File: config.mk
export PLATFORM = sky130hd
export DESIGN_NAME = cpu_ce_gen
export DESIGN_NICKNAME = d
export VERILOG_FILES = /design/src/rtl/clk_gen_pkg.sv /design/src/rtl/ce_div.sv /design/src/rtl/cpu_ce_gen.sv
export SDC_FILE = /design/constraint.sdc
export NUM_CORES = 1
export LEC_CHECK = 0
export ABC_AREA = 1
export BUFFER_PORTS_ARGS = -buffer_cell sky130_fd_sc_hd__clkbuf_2
export CAP_MARGIN = 10
export CORE_ASPECT_RATIO = 1.5
export CORE_MARGIN = 3
export CORE_UTILIZATION = 45
export CTS_BUF_LIST = sky130_fd_sc_hd__clkbuf_8 sky130_fd_sc_hd__clkbuf_16
export DETAILED_ROUTE_END_ITERATION = 12
export PLACE_DENSITY = 0.68
export SETUP_SLACK_MARGIN = 0.2
export SYNTH_ARGS = -nofsm -noshare
export SYNTH_HDL_FRONTEND = slang
export SYNTH_SLANG_ARGS = --single-unit
File: constraint.sdc
create_clock -name clk_sys -period 2 [get_ports clk_sys]
set_clock_uncertainty 0.05 [all_clocks]
set_input_delay 0.6 -clock clk_sys [delete_from_list [all_inputs] [get_ports clk_sys]]
set_output_delay 0.6 -clock clk_sys [all_outputs]
set_load 0.1 [all_outputs]
File: src/rtl/clk_gen_pkg.sv
// Shared constants for the clock-enable generator: speed encodings, default
// divider ratios and a counter-width helper.
package clk_gen_pkg;

    localparam int SPEED_1X = 0;
    localparam int SPEED_2X = 1;
    localparam int SPEED_4X = 2;

    localparam int DEF_BASE_DIV      = 28;
    localparam int DEF_MAX_MULT      = 4;
    localparam int DEF_F2_OFFSET     = 2;
    localparam int DEF_PERIPH_OFFSET = 4;
    localparam int DEF_VID_DIV       = 6;
    localparam int DEF_VID2X_PHASE   = 3;
    localparam int DEF_PS2_DIV       = 3571;

    // Width of a counter holding 0..n-1, never narrower than one bit.
    function automatic int cnt_w(input int n);
        return (n > 1) ? $clog2(n) : 1;
    endfunction

endpackage

File: src/rtl/ce_div.sv
// Free-running mod-N counter with a registered strobe at count 0. The count is
// exported so the parent can decode extra phases from it.
module ce_div
    import clk_gen_pkg::*;
#(
    parameter int N = DEF_VID_DIV,
    localparam int W = cnt_w(N)
) (
    input  logic         clk_sys,
    input  logic         reset_n,
    output logic [W-1:0] cnt,
    output logic         ce
);

    always_ff @(posedge clk_sys or negedge reset_n) begin
        if (!reset_n) begin
            cnt <= '0;
            ce  <= 1'b0;
        end else begin
            ce  <= (cnt == '0);
            cnt <= (cnt == W'(N - 1)) ? '0 : cnt + W'(1);
        end
    end

endmodule

File: src/rtl/cpu_ce_gen.sv
// Clock-enable generator for the 8080-family cores: two-phase CPU strobes with
// speed multiplier and pause, plus fixed-rate peripheral, video and PS/2 strobes.
module cpu_ce_gen
    import clk_gen_pkg::*;
#(
    parameter int BASE_DIV      = DEF_BASE_DIV,
    parameter int MAX_MULT      = DEF_MAX_MULT,
    parameter int F2_OFFSET     = DEF_F2_OFFSET,
    parameter int PERIPH_OFFSET = DEF_PERIPH_OFFSET,
    parameter int VID_DIV       = DEF_VID_DIV,
    parameter int VID2X_PHASE   = DEF_VID2X_PHASE,
    parameter int PS2_DIV       = DEF_PS2_DIV
) (
    input  logic                        clk_sys,
    input  logic                        reset_n,
    input  logic [$clog2(MAX_MULT):0]   speed,
    input  logic                        pause,
    output logic                        ce_f1,
    output logic                        ce_f2,
    output logic                        ce_periph,
    output logic                        ce_pix,
    output logic                        ce_pix2x,
    output logic                        ce_ps2,
    output logic [$clog2(MAX_MULT):0]   speed_cur,
    output logic                        paused
);

    localparam int SLOT     = BASE_DIV / MAX_MULT;
    localparam int PW       = cnt_w(SLOT);
    localparam int SW       = cnt_w(MAX_MULT);
    localparam int LOG2_MAX = $clog2(MAX_MULT);
    localparam int SPW      = LOG2_MAX + 1;
    localparam int VW       = cnt_w(VID_DIV);
    localparam int PSW      = cnt_w(PS2_DIV);
    localparam int PER_SLOT  = PERIPH_OFFSET / SLOT;
    localparam int PER_PHASE = PERIPH_OFFSET % SLOT;

    logic [PW-1:0]  phase;
    logic [SW-1:0]  slot;
    logic [SW-1:0]  slot_mask;
    logic [SPW-1:0] speed_clamped;
    logic           phase0, phase_last, slot_last, slot_active;
    logic           f1_now, arm_next, armed, fresh;
    logic [VW-1:0]  vid_cnt;
    logic [PSW-1:0] ps2_cnt;
    logic           unused_ps2_cnt;

    assign phase0        = (phase == '0);
    assign phase_last    = (phase == PW'(SLOT - 1));
    assign slot_last     = (slot == SW'(MAX_MULT - 1));
    assign speed_clamped = (speed > SPW'(LOG2_MAX)) ? SPW'(LOG2_MAX) : speed;
    // MAX_MULT is a power of two, so the slot modulo reduces to a mask.
    assign slot_mask     = SW'((MAX_MULT >> speed_cur) - 1);
    assign slot_active   = ((slot & slot_mask) == '0);
    assign f1_now        = phase0 && slot_active && !pause;
    // The arm bit carries "ce_f1 fired in this slot" forward to the ce_f2 phase.
    assign arm_next      = phase0 ? f1_now : armed;
    assign unused_ps2_cnt = ^ps2_cnt;

    always_ff @(posedge clk_sys or negedge reset_n) begin
        if (!reset_n) begin
            phase     <= '0;
            slot      <= '0;
            speed_cur <= '0;
            paused    <= 1'b0;
            armed     <= 1'b0;
            fresh     <= 1'b1;
            ce_f1     <= 1'b0;
            ce_f2     <= 1'b0;
            ce_periph <= 1'b0;
            ce_pix2x  <= 1'b0;
        end else begin
            fresh <= 1'b0;
            if (phase_last) begin
                phase <= '0;
                slot  <= slot_last ? '0 : slot + SW'(1);
            end else begin
                phase <= phase + PW'(1);
            end
            // Slot 0 is active at every speed, so adopting the requested speed on
            // the first cycle out of reset never splits a base period.
            if ((phase_last && slot_last) || fresh)
                speed_cur <= speed_clamped;
            if (phase0 && slot_active)
                paused <= pause;
            armed     <= arm_next;
            ce_f1     <= f1_now;
            ce_f2     <= (phase == PW'(F2_OFFSET)) && arm_next;
            ce_periph <= (slot == SW'(PER_SLOT)) && (phase == PW'(PER_PHASE));
            ce_pix2x  <= (vid_cnt == '0) || (vid_cnt == VW'(VID2X_PHASE));
        end
    end

    ce_div #(.N(VID_DIV)) u_vid_div (
        .clk_sys (clk_sys),
        .reset_n (reset_n),
        .cnt     (vid_cnt),
        .ce      (ce_pix)
    );

    ce_div #(.N(PS2_DIV)) u_ps2_div (
        .clk_sys (clk_sys),
        .reset_n (reset_n),
        .cnt     (ps2_cnt),
        .ce      (ce_ps2)
    );

endmodule

==> results.tsv, run 1 <==
metric	value	unit
Clock Power Share	47.2	%
Final Hold Violating Endpoints	0	
GRT met3 Usage	4.66	%
top-count cell post-synth	inv_1	
PwrDens	802	nW/um^2
critical-path cell list	buf_2	
Internal Dissipation	1.11	mW
maximum vdd ir drop	0.575	mV
mean post-synth cell area	8.78	sq um
Root Buffer	clkbuf_8	
Die ar.	4100	sq um
switching power	0.308	mW
Clock Latency Late Sink	0.28	ns
final non-filler cell total	236	
vias in the first global route	1206	
sequential share of power	46.5	%
Horiz. Die Dim	53.3	microns
CP Buf/Inv Count	1	
Synth Flop Type	dfrtp_1	
CP top delay family	buffers and inverters	
Detail Placement HPWL	2050	microns
Initial Util	47.3	%
Die Ht	77.0	microns
end of the critical path	speed_cur[1]	
Reg2Reg Depth	8	
CORE AREA	3190	sq um
Synth Net Count	184	
I/O Pins	16	
GR Util met1	16.9	%
DRT Wirelength	2770	microns
Final Setup Violations	0	
Synth top cells by count	inv_1 (33), dfrtp_1 (31), nand2_1 (26)	
Antenna Cells	0	
slowest cell delay on critical path	0.44	ns
Max clock buf depth	2	
WL/cell	11.7	microns
Worst Tran Pin Value	0.541	ns
# port buffers	15	
CP Data Required Time	1.35	ns
First-pass DRT Iterations	4	
most used routing layer	met2	
Tot Pwr	1.42	mW
Post-synth ARST share	100	%
Post-synth EDFFs	0	
GRT Total Usage	16.5	%
cell area after layout	1770	sq um
Hold WS	0.277	ns
Placed Instances	228	
layout cell share with drive strength beyond 1	19.4	%
Post-DRT Antenna Nets	0	
Mapped Cells	172	
Worst Hold Class	input pin to async pin	
global-route wire length before repair	4970	microns
synthesized cell area	1510	sq um
max-slew headroom at the worst pin	64.1	%
Crit-path slowest cell	buf_2	
top cells by area, synth	dfrtp_1 (51%), inv_1 (8.2%), nand2_1 (6.5%)	
CP Capture Type	output pin	
Yosys cell types	26	
crit path time final	1.75	ns
ratio of routed vias to standard cells	4.91	
r2r endpoint	u_ps2_div.cnt[10]	
reg-to-reg startpoint	u_ps2_div.cnt[1]	
clk slew on worst S/H paths	0.07	ns
CP Max Fanout	4	
top-area cell type share of the netlist area	51.4	%
First DRT Iteration DRCs	34	
leakage power	0.964	nW
maximum clock rate	570	MHz
Critical Setup Path Class	flop to output pin	
Final #Nets	207	
Max-Cap Viols	0	
Yosys top cell by area	dfrtp_1	
crit path from	speed_cur[1]	
period utilisation layout	87.7	%
largest net degree at the start of global routing	33	
setup tns final	0	ns
met2 Use GR	28.0	%
Max H-tree Level	2	
status	finished clean	
Residual DRC	0	
Yosys reg bits	32	
max-slew violations	0	
Post-CTS Hold Buffers	0	
Net Sw Frac	21.7	%
global route overflow	0	
Crit. path cell count	1	
RSZ-0062 raised after global routing	no	
initial antenna violation count	0	
routability cong.	0.860	
Critical Path AT	1.10	ns
Synth warnings	0	
Area Growth Syn to Fin	17.3	%
CTS sink cnt	32	
post-placement cell area	1640	sq um
Core Rows	25	
Seq/Total Area, Yosys	53.1	%
Gate power share	6.2	%
Worst Setup Start Kind	flop	
via count	1159	
Num CTS Buffers	5	
CTS tree	done	
R2R setup slack	0.60	ns
through the flow:
step / util (%) / worst slack, ns
after floorplan: - / 0.398
after global placement: 51.5 / 0.525
after detailed placement: 51.5 / 0.508
after CTS: 55.5 / 0.203
after global routing: 55.5 / 0.202
final: 55.5 / 0.247
layout make-up:
class                      count  area, sq um
clock buffer                   7         96.3
tap                           40         50.0
inverter                      33          124
timing repair buffer          16         85.1
multi-input combinational    107          584
fill                         308         1420
sequential                    32          802
clock inverter                 1         30.0
kinds of logic after synthesis:
logic type / share of synthesized area (%)
adders and majority gates: 4.97
AOI/OAI and AO/OA: 6.96
other: 0.248
and+or+nand+nor: 25.9
DFF: 53.1
buffers and inverters: 8.20
xor gates and xnor gates: 0.580
worst min-delay path by stage:
stage	from	end	slack (ns)	cells past startpoint
final	reset_n	u_ps2_div.cnt[2]	0.28	2
after global routing	reset_n	ce_pix2x	0.30	2
after CTS	reset_n	armed	0.29	2
after detailed placement	u_vid_div.cnt[2]	u_vid_div.ce	0.41	1
after global placement	u_vid_div.cnt[2]	u_vid_div.ce	0.40	1
after floorplan	reset_n	armed	0.25	0
layout by cell type (no fill, tap or decap), types with 2 or more instances in the layout:
| cell | instances |
|---|---|
| nor2_2 | 3 |
| o21ai_0 | 7 |
| ha_1 | 6 |
| nand3_2 | 2 |
| nor2_4 | 2 |
| nand2_1 | 26 |
| nor2_1 | 22 |
| a21oi_1 | 6 |
| clkbuf_2 | 12 |
| buf_2 | 2 |
| nor3_1 | 4 |
| a31oi_1 | 2 |
| dfrtp_1 | 31 |
| nand3_1 | 14 |
| clkbuf_8 | 7 |
| inv_1 | 33 |
| nand4_1 | 2 |
registers in the layout, indices dropped and copies added, names as in the netlist, 2 cells and up:
signal / flops
u_ps2_div.cnt: 12
slot: 2
phase: 3
u_vid_div.cnt: 3
speed_cur: 3
power groups by stage:
| stage | sequential [mW] | combinational, mW | clock, mW |
|---|---|---|---|
| floorplan | 0.713 | 0.0182 | 0 |
| global placement | 0.673 | 0.0876 | 0 |
| detailed placement | 0.673 | 0.0891 | 0 |
| CTS | 0.661 | 0.0900 | 0.691 |
| global route | 0.661 | 0.0954 | 0.716 |
| finish | 0.661 | 0.0884 | 0.671 |
repair_timing:
| item | 4_1_cts | 5_1_grt |
|---|---|---|
| setup buffers | 0 | 0 |
| gates resized for setup | 1 | 2 |
| endpoints found under the setup margin | 1 | 2 |
| hold endpoints to repair | 0 | 0 |
| gates cloned | 0 | 0 |
layer usage:
metal / wire (microns) / part of all wire [%] / vias to the layer above
li1: - / - / 585
met1: 1120 / 41 / 550
met2: 1480 / 53 / 17
met3: 94 / 3.4 / 7
met4: 67 / 2.4 / 0
met5: 0 / 0 / -
(Power assumes the default switching activity.)
==> inputs of run 2 (changes only) <==
Settings changed: ABC_AREA 1 to default.
==> run 2 against run 1 <==
Net effect:
- clock power is essentially flat
- synthesized cell count shrank 22%
- final cell count shrank 18%
- count of clock-buffer cells in the layout is the same
- register-to-register slack lost 0.27 ns
- total power shrank 0.32%
- sequential share of layout area grew 2.2 points
- worst hold slack lost 0.13 ns
- core utilization grew 1.1 points
- via count shrank 11%
- critical path type unchanged
- highest routed layer unchanged
==> results.tsv, run 2 <==
metric	value	unit	change
status	finished clean		
cell area after layout	1700	sq um	-4.1%
Worst Setup Start Kind	flop		
Seq/Total Area, Yosys	55.3	%	+2.2 points
ratio of routed vias to standard cells	5.30		+7.9%
Post-CTS Hold Buffers	0		unchanged
Critical Path AT	1.11	ns	about the same
Final #Nets	166		-20%
Worst Hold Class	input pin to async pin		
Die Ht	75.5	microns	-1.9%
post-placement cell area	1570	sq um	-4.3%
commonest non-fill, non-tap cell in the layout	dfrtp_1		
leakage power	0.809	nW	-16%
global-route wire length before repair	4650	microns	-6.4%
slowest cell delay on critical path	0.46	ns	+0.02 ns
RSZ-0062 raised after global routing	no		
First-pass DRT Iterations	4		unchanged
Area Growth Syn to Fin	17.2	%	
Max-Cap Viols	0		unchanged
Num CTS Buffers	5		unchanged
Detail Placement HPWL	1890	microns	-7.7%
Antenna Cells	0		unchanged
PnR worst setup slack	0.235	ns	-0.0116 ns
Yosys reg bits	32		unchanged
pre-CTS WS	0.416	ns	-0.0919 ns
critical-path cell list	clkbuf_2		
final core occ	56.6	%	+1.1 points
commonest non-fill, non-tap cells in the layout	dfrtp_1 (28), clkbuf_2 (14), nor2_1 (11)		
Yosys top cell by area	dfrtp_1		
CTS tree	done		
First DRT Iteration DRCs	28		-18%
CORE AREA	3000	sq um	-5.9%
PwrDens	834	nW/um^2	+3.9%
Initial Util	48.3	%	+0.96 points
Synth warnings	0		unchanged
top-count cell post-synth	dfrtp_1		
top-area cell type share of the netlist area	53.5	%	+2.1 points
Post-synth EDFFs	0		unchanged
period utilisation layout	88.2	%	+0.58 points
Max clock buf depth	2		unchanged
vias in the first global route	1044		-13%
CTS sink cnt	32		unchanged
Final Setup Violations	0		unchanged
Crit. path cell count	1		unchanged
Core Rows	24		-4.0%
Mapped Cells	134		-22%
maximum vdd ir drop	0.521	mV	-9.5%
CP Capture Type	output pin		
# port buffers	15		unchanged
max reg flops	12		unchanged
CP Max Fanout	4		unchanged
CP Data Required Time	1.35	ns	about the same
max-slew headroom at the worst pin	63.6	%	-0.46 points
max-slew violations	0		unchanged
Synth top cells by count	dfrtp_1 (31), nor2_1 (11), inv_1 (10)		
routability cong.	0.880		+2.3%
Worst Tran Pin Value	0.548	ns	+0.00689 ns
Clock Latency Late Sink	0.28	ns	about the same
Synth Flop Type	dfrtp_1		
Post-synth ARST share	100	%	unchanged
DRT Wirelength	2610	microns	-5.8%
Root Buffer	clkbuf_8		
global route overflow	0		unchanged
initial antenna violation count	0		unchanged
Residual DRC	0		unchanged
GRT Total Usage	16.4	%	-0.091 points
Reg2Reg Depth	6		-2
Reg with most FFs	u_ps2_div.cnt		
mean post-synth cell area	10.8	sq um	+23%
CP Buf/Inv Count	1		unchanged
Yosys cell types	41		+58%
setup tns final	0	ns	unchanged
maximum clock rate	567	MHz	-0.66%
Max H-tree Level	2		unchanged
via count	1028		-11%
largest net degree at the start of global routing	21		-36%
CP top delay family	buffers and inverters		
postcts setup bufs	0		unchanged
Final Hold Violating Endpoints	0		unchanged
Post-DRT Antenna Nets	0		unchanged
WL/cell	13.4	microns	+15%
Crit-path slowest cell	clkbuf_2		
Horiz. Die Dim	52.4	microns	-1.8%
Die ar.	3950	sq um	-3.6%
clk slew on worst S/H paths	0.07	ns	about the same
Critical Setup Path Class	flop to output pin		
Synth Net Count	146		-21%
synthesized cell area	1450	sq um	-4.0%
crit path time final	1.76	ns	+0.0116 ns
top cells by area, synth	dfrtp_1 (53%), ha_1 (5.2%), nor2_1 (2.8%)		
layout cell share with drive strength beyond 1	23.2	%	+3.8 points
Hold WS	0.146	ns	-0.131 ns
I/O Pins	16		unchanged
[run 2: where the power goes]
group          switching [mW]  total [mW]  leakage, nW  internal, mW
clock                   0.232       0.672       0.0645         0.439
sequential            0.00436       0.661        0.394         0.657
combinational          0.0651      0.0833        0.350        0.0182
total                   0.302        1.42        0.809          1.11
[run 2: path summary, 6_finish.rpt]
kind / startpoint / to / slack (ns)
setup / recovery: speed_cur[0] / speed_cur[0] / 0.24
hold / removal: reset_n / slot[0] / 0.15
setup reg to reg: u_ps2_div.cnt[0] / u_ps2_div.cnt[5] / 0.33
hold reg to reg: u_vid_div.cnt[1] / u_vid_div.ce / 0.40
max in group asynchronous: reset_n / u_ps2_div.ce / 1.18
min in group clk_sys: u_vid_div.cnt[1] / u_vid_div.ce / 0.40
[run 2: per-stage QoR]
stage / total power, mW / instances
final: 1.42 / 194
after global routing: 1.46 / 194
after CTS: 1.43 / 194
after detailed placement: 0.758 / 186
after global placement: 0.757 / 186
after floorplan: 0.729 / 134
[run 2: kinds of logic after synthesis]
group	count (synthesis)	share of synthesized area, %
and+or+nand+nor	49	19.9
other	1	0.259
buffers and inverters	13	3.45
muxes	3	2.50
DFF	32	55.3
xor gates and xnor gates	4	2.42
AOI/OAI and AO/OA	26	11.0
adders and majority gates	6	5.18
[run 2: per-layer routing]
metal / track usage [%] / part of all wire, % / vias to the layer above
met5: 0 / 0 / -
met4: 8.81 / 2.5 / 0
met3: 5.28 / 4.1 / 7
met2: 27.2 / 54 / 21
met1: 18.6 / 39 / 495
li1: - / - / 505
[run 2: repair_timing]
item	in CTS	in global routing
setup endpoints to repair	0	1
resized for setup	0	1
hold endpoints to repair	0	0
[run 2: cell type report]
cell class	instances	area (sq um)
clock buffer	7	96.3
multi-input combinational	89	598
timing repair buffer	16	82.6
sequential	32	806
tap	39	48.8
fill	273	1300
inverter	10	37.5
clock inverter	1	30.0
==> inputs of run 3 (changes only) <==
Settings changed: ABC_AREA from default to 1, CELL_PAD_IN_SITES_DETAIL_PLACEMENT from default to 1, CELL_PAD_IN_SITES_GLOBAL_PLACEMENT from default to 1, PLACE_DENSITY 0.68 to default, PLACE_DENSITY_LB_ADDON from default to 0.1.
==> run 3 against run 2 <==
Net effect:
- first-iteration DRC count shrank 71%
- sequential share of layout area shrank 1.9 points
- worst hold slack gained 0.064 ns
- maximum frequency grew 2.1%
- largest cell class unchanged
- combinational power grew 11%
- critical path type unchanged
- non-clock buffer count is the same
- critical path depth is the same
- design area grew 3.6%
==> results.tsv, run 3 (synthesis results as in run 1) <==
metric	value	unit	change
Root Buffer	clkbuf_8		
WL/cell	13.4	microns	-0.16%
Crit-path slowest cell	buf_2		
Die ar.	4100	sq um	+3.7%
Detail Placement HPWL	2440	microns	+29%
status	finished clean		
I/O Pins	16		unchanged
Area Growth Syn to Fin	16.6	%	
DRT Wirelength	3160	microns	+21%
CP Max Fanout	3		-1
routability cong.	0.727		-17%
max reg flops	12		unchanged
Max-Cap Viols	0		unchanged
Die Ht	77.0	microns	+1.9%
reg-to-reg startpoint	u_ps2_div.cnt[0]		
CP top delay family	buffers and inverters		
Residual DRC	0		unchanged
PwrDens	733	nW/um^2	-12%
Initial Util	47.3	%	-0.96 points
RSZ-0062 raised after global routing	no		
setup tns final	0	ns	unchanged
First-pass DRT Iterations	3		-1
max-slew violations	0		unchanged
Filler cells	400		+47%
period utilisation layout	86.4	%	-1.8 points
Core Rows	25		+4.2%
Worst Tran Pin Value	0.554	ns	+0.00576 ns
Hold WS	0.210	ns	+0.0640 ns
Horiz. Die Dim	53.3	microns	+1.8%
largest net degree at the start of global routing	33		+57%
Placed Instances	228		+23%
ratio of routed vias to standard cells	5.00		-5.6%
Worst Setup Start Kind	flop		
commonest non-fill, non-tap cell in the layout	inv_1		
# port buffers	15		unchanged
crit path time final	1.73	ns	-0.0359 ns
Critical Setup Path Class	flop to output pin		
clk slew on worst S/H paths	0.07	ns	about the same
Clock Latency Late Sink	0.28	ns	about the same
maximum clock rate	578	MHz	+2.1%
CTS tree	done		
Max clock buf depth	2		unchanged
slowest cell delay on critical path	0.44	ns	-0.02 ns
crit path from	speed_cur[2]		
Post-DRT Antenna Nets	0		unchanged
Final Setup Violations	0		unchanged
initial antenna violation count	0		unchanged
Num CTS Buffers	5		unchanged
Tot Pwr	1.29	mW	-8.9%
critical-path cell list	buf_2		
Reg with most FFs	u_ps2_div.cnt		
global route overflow	0		unchanged
CORE AREA	3190	sq um	+6.2%
Final Hold Violating Endpoints	0		unchanged
CP Capture Type	output pin		
CP Data Required Time	1.35	ns	about the same
max-slew headroom at the worst pin	63.2	%	-0.38 points
global-route wire length before repair	5700	microns	+23%
layout cell share with drive strength beyond 1	18.9	%	-4.3 points
via count	1181		+15%
commonest non-fill, non-tap cells in the layout	inv_1 (34), dfrtp_1 (31), nand2_1 (26)		
CP Buf/Inv Count	1		unchanged
Worst Hold Class	input pin to async pin		
CTS sink cnt	32		unchanged
vias in the first global route	1293		+24%
First DRT Iteration DRCs	8		-71%
leakage power	0.961	nW	+19%
Max H-tree Level	2		unchanged
Critical Path AT	1.08	ns	-0.03 ns
Final #Nets	207		+25%
Antenna Cells	0		unchanged
final non-filler cell total	236		+22%
GRT Total Usage	18.9	%	+2.5 points
postcts setup bufs	0		unchanged
maximum vdd ir drop	0.514	mV	-1.3%
R2R setup slack	0.54	ns	+0.21 ns
-- run 3: changes by cell type in the layout (fill, tap and decap cells not counted), sizes merged, moves of 3 or more --
cell / before / now
and3: 4 / 0
and4: 4 / 0
inv: 10 / 34
nand2: 8 / 27
nand3: 5 / 16
nor2: 11 / 27
o21ai: 10 / 7
xnor2: 3 / 0
-- run 3: power breakdown --
group	internal (mW)	leakage [nW]	switching [mW]
Clock	0.309	0.0557	0.228
Sequential	0.657	0.398	0.00473
Combinational	0.0206	0.507	0.0718
Total	0.986	0.961	0.305
-- run 3: worst paths after layout --
path	end	cells past startpoint
max in group asynchronous	fresh	2
worst max register to register	u_ps2_div.cnt[11]	7
worst min register to register	u_vid_div.ce	1
worst max-delay path	speed_cur[2]	1
worst min-delay path	u_ps2_div.cnt[3]	2
min in group clk_sys	u_vid_div.ce	1
-- run 3: through the flow --
| stage | setup slack (ns) | util, % | instance area [sq um] |
|---|---|---|---|
| 2_1_floorplan | 0.398 | - | 1510 |
| 3_3_place_gp | 0.521 | 51.9 | 1660 |
| 3_5_place_dp | 0.490 | 51.9 | 1660 |
| 4_1_cts | 0.218 | 55.2 | 1760 |
| 5_1_grt | 0.224 | 55.2 | 1760 |
| 6_report | 0.271 | 55.2 | 1760 |
-- run 3: repair_timing --
item,CTS,global route
setup endpoints to repair,2,1
hold buffers,0,0
resized for setup,2,1
pin swaps,0,0
-- run 3: metal layers --
metal,track usage [%],wire length (microns),vias up
li1,-,-,582
met1,20.5,1180,578
met2,33.5,1830,15
met3,4.85,95,6
met4,6.91,59,0
met5,0,0,-
-- run 3: area by class of cell --
cell class	instances	area [sq um]	area share (%)
inverters	33	124	7.04
clock inverters	1	3.75	0.213
clock buffers	7	96.3	5.47
well taps	40	50.0	2.84
repair buffers	16	100	5.69
multi-input cells	107	584	33.2
flip-flops and latches	32	802	45.6
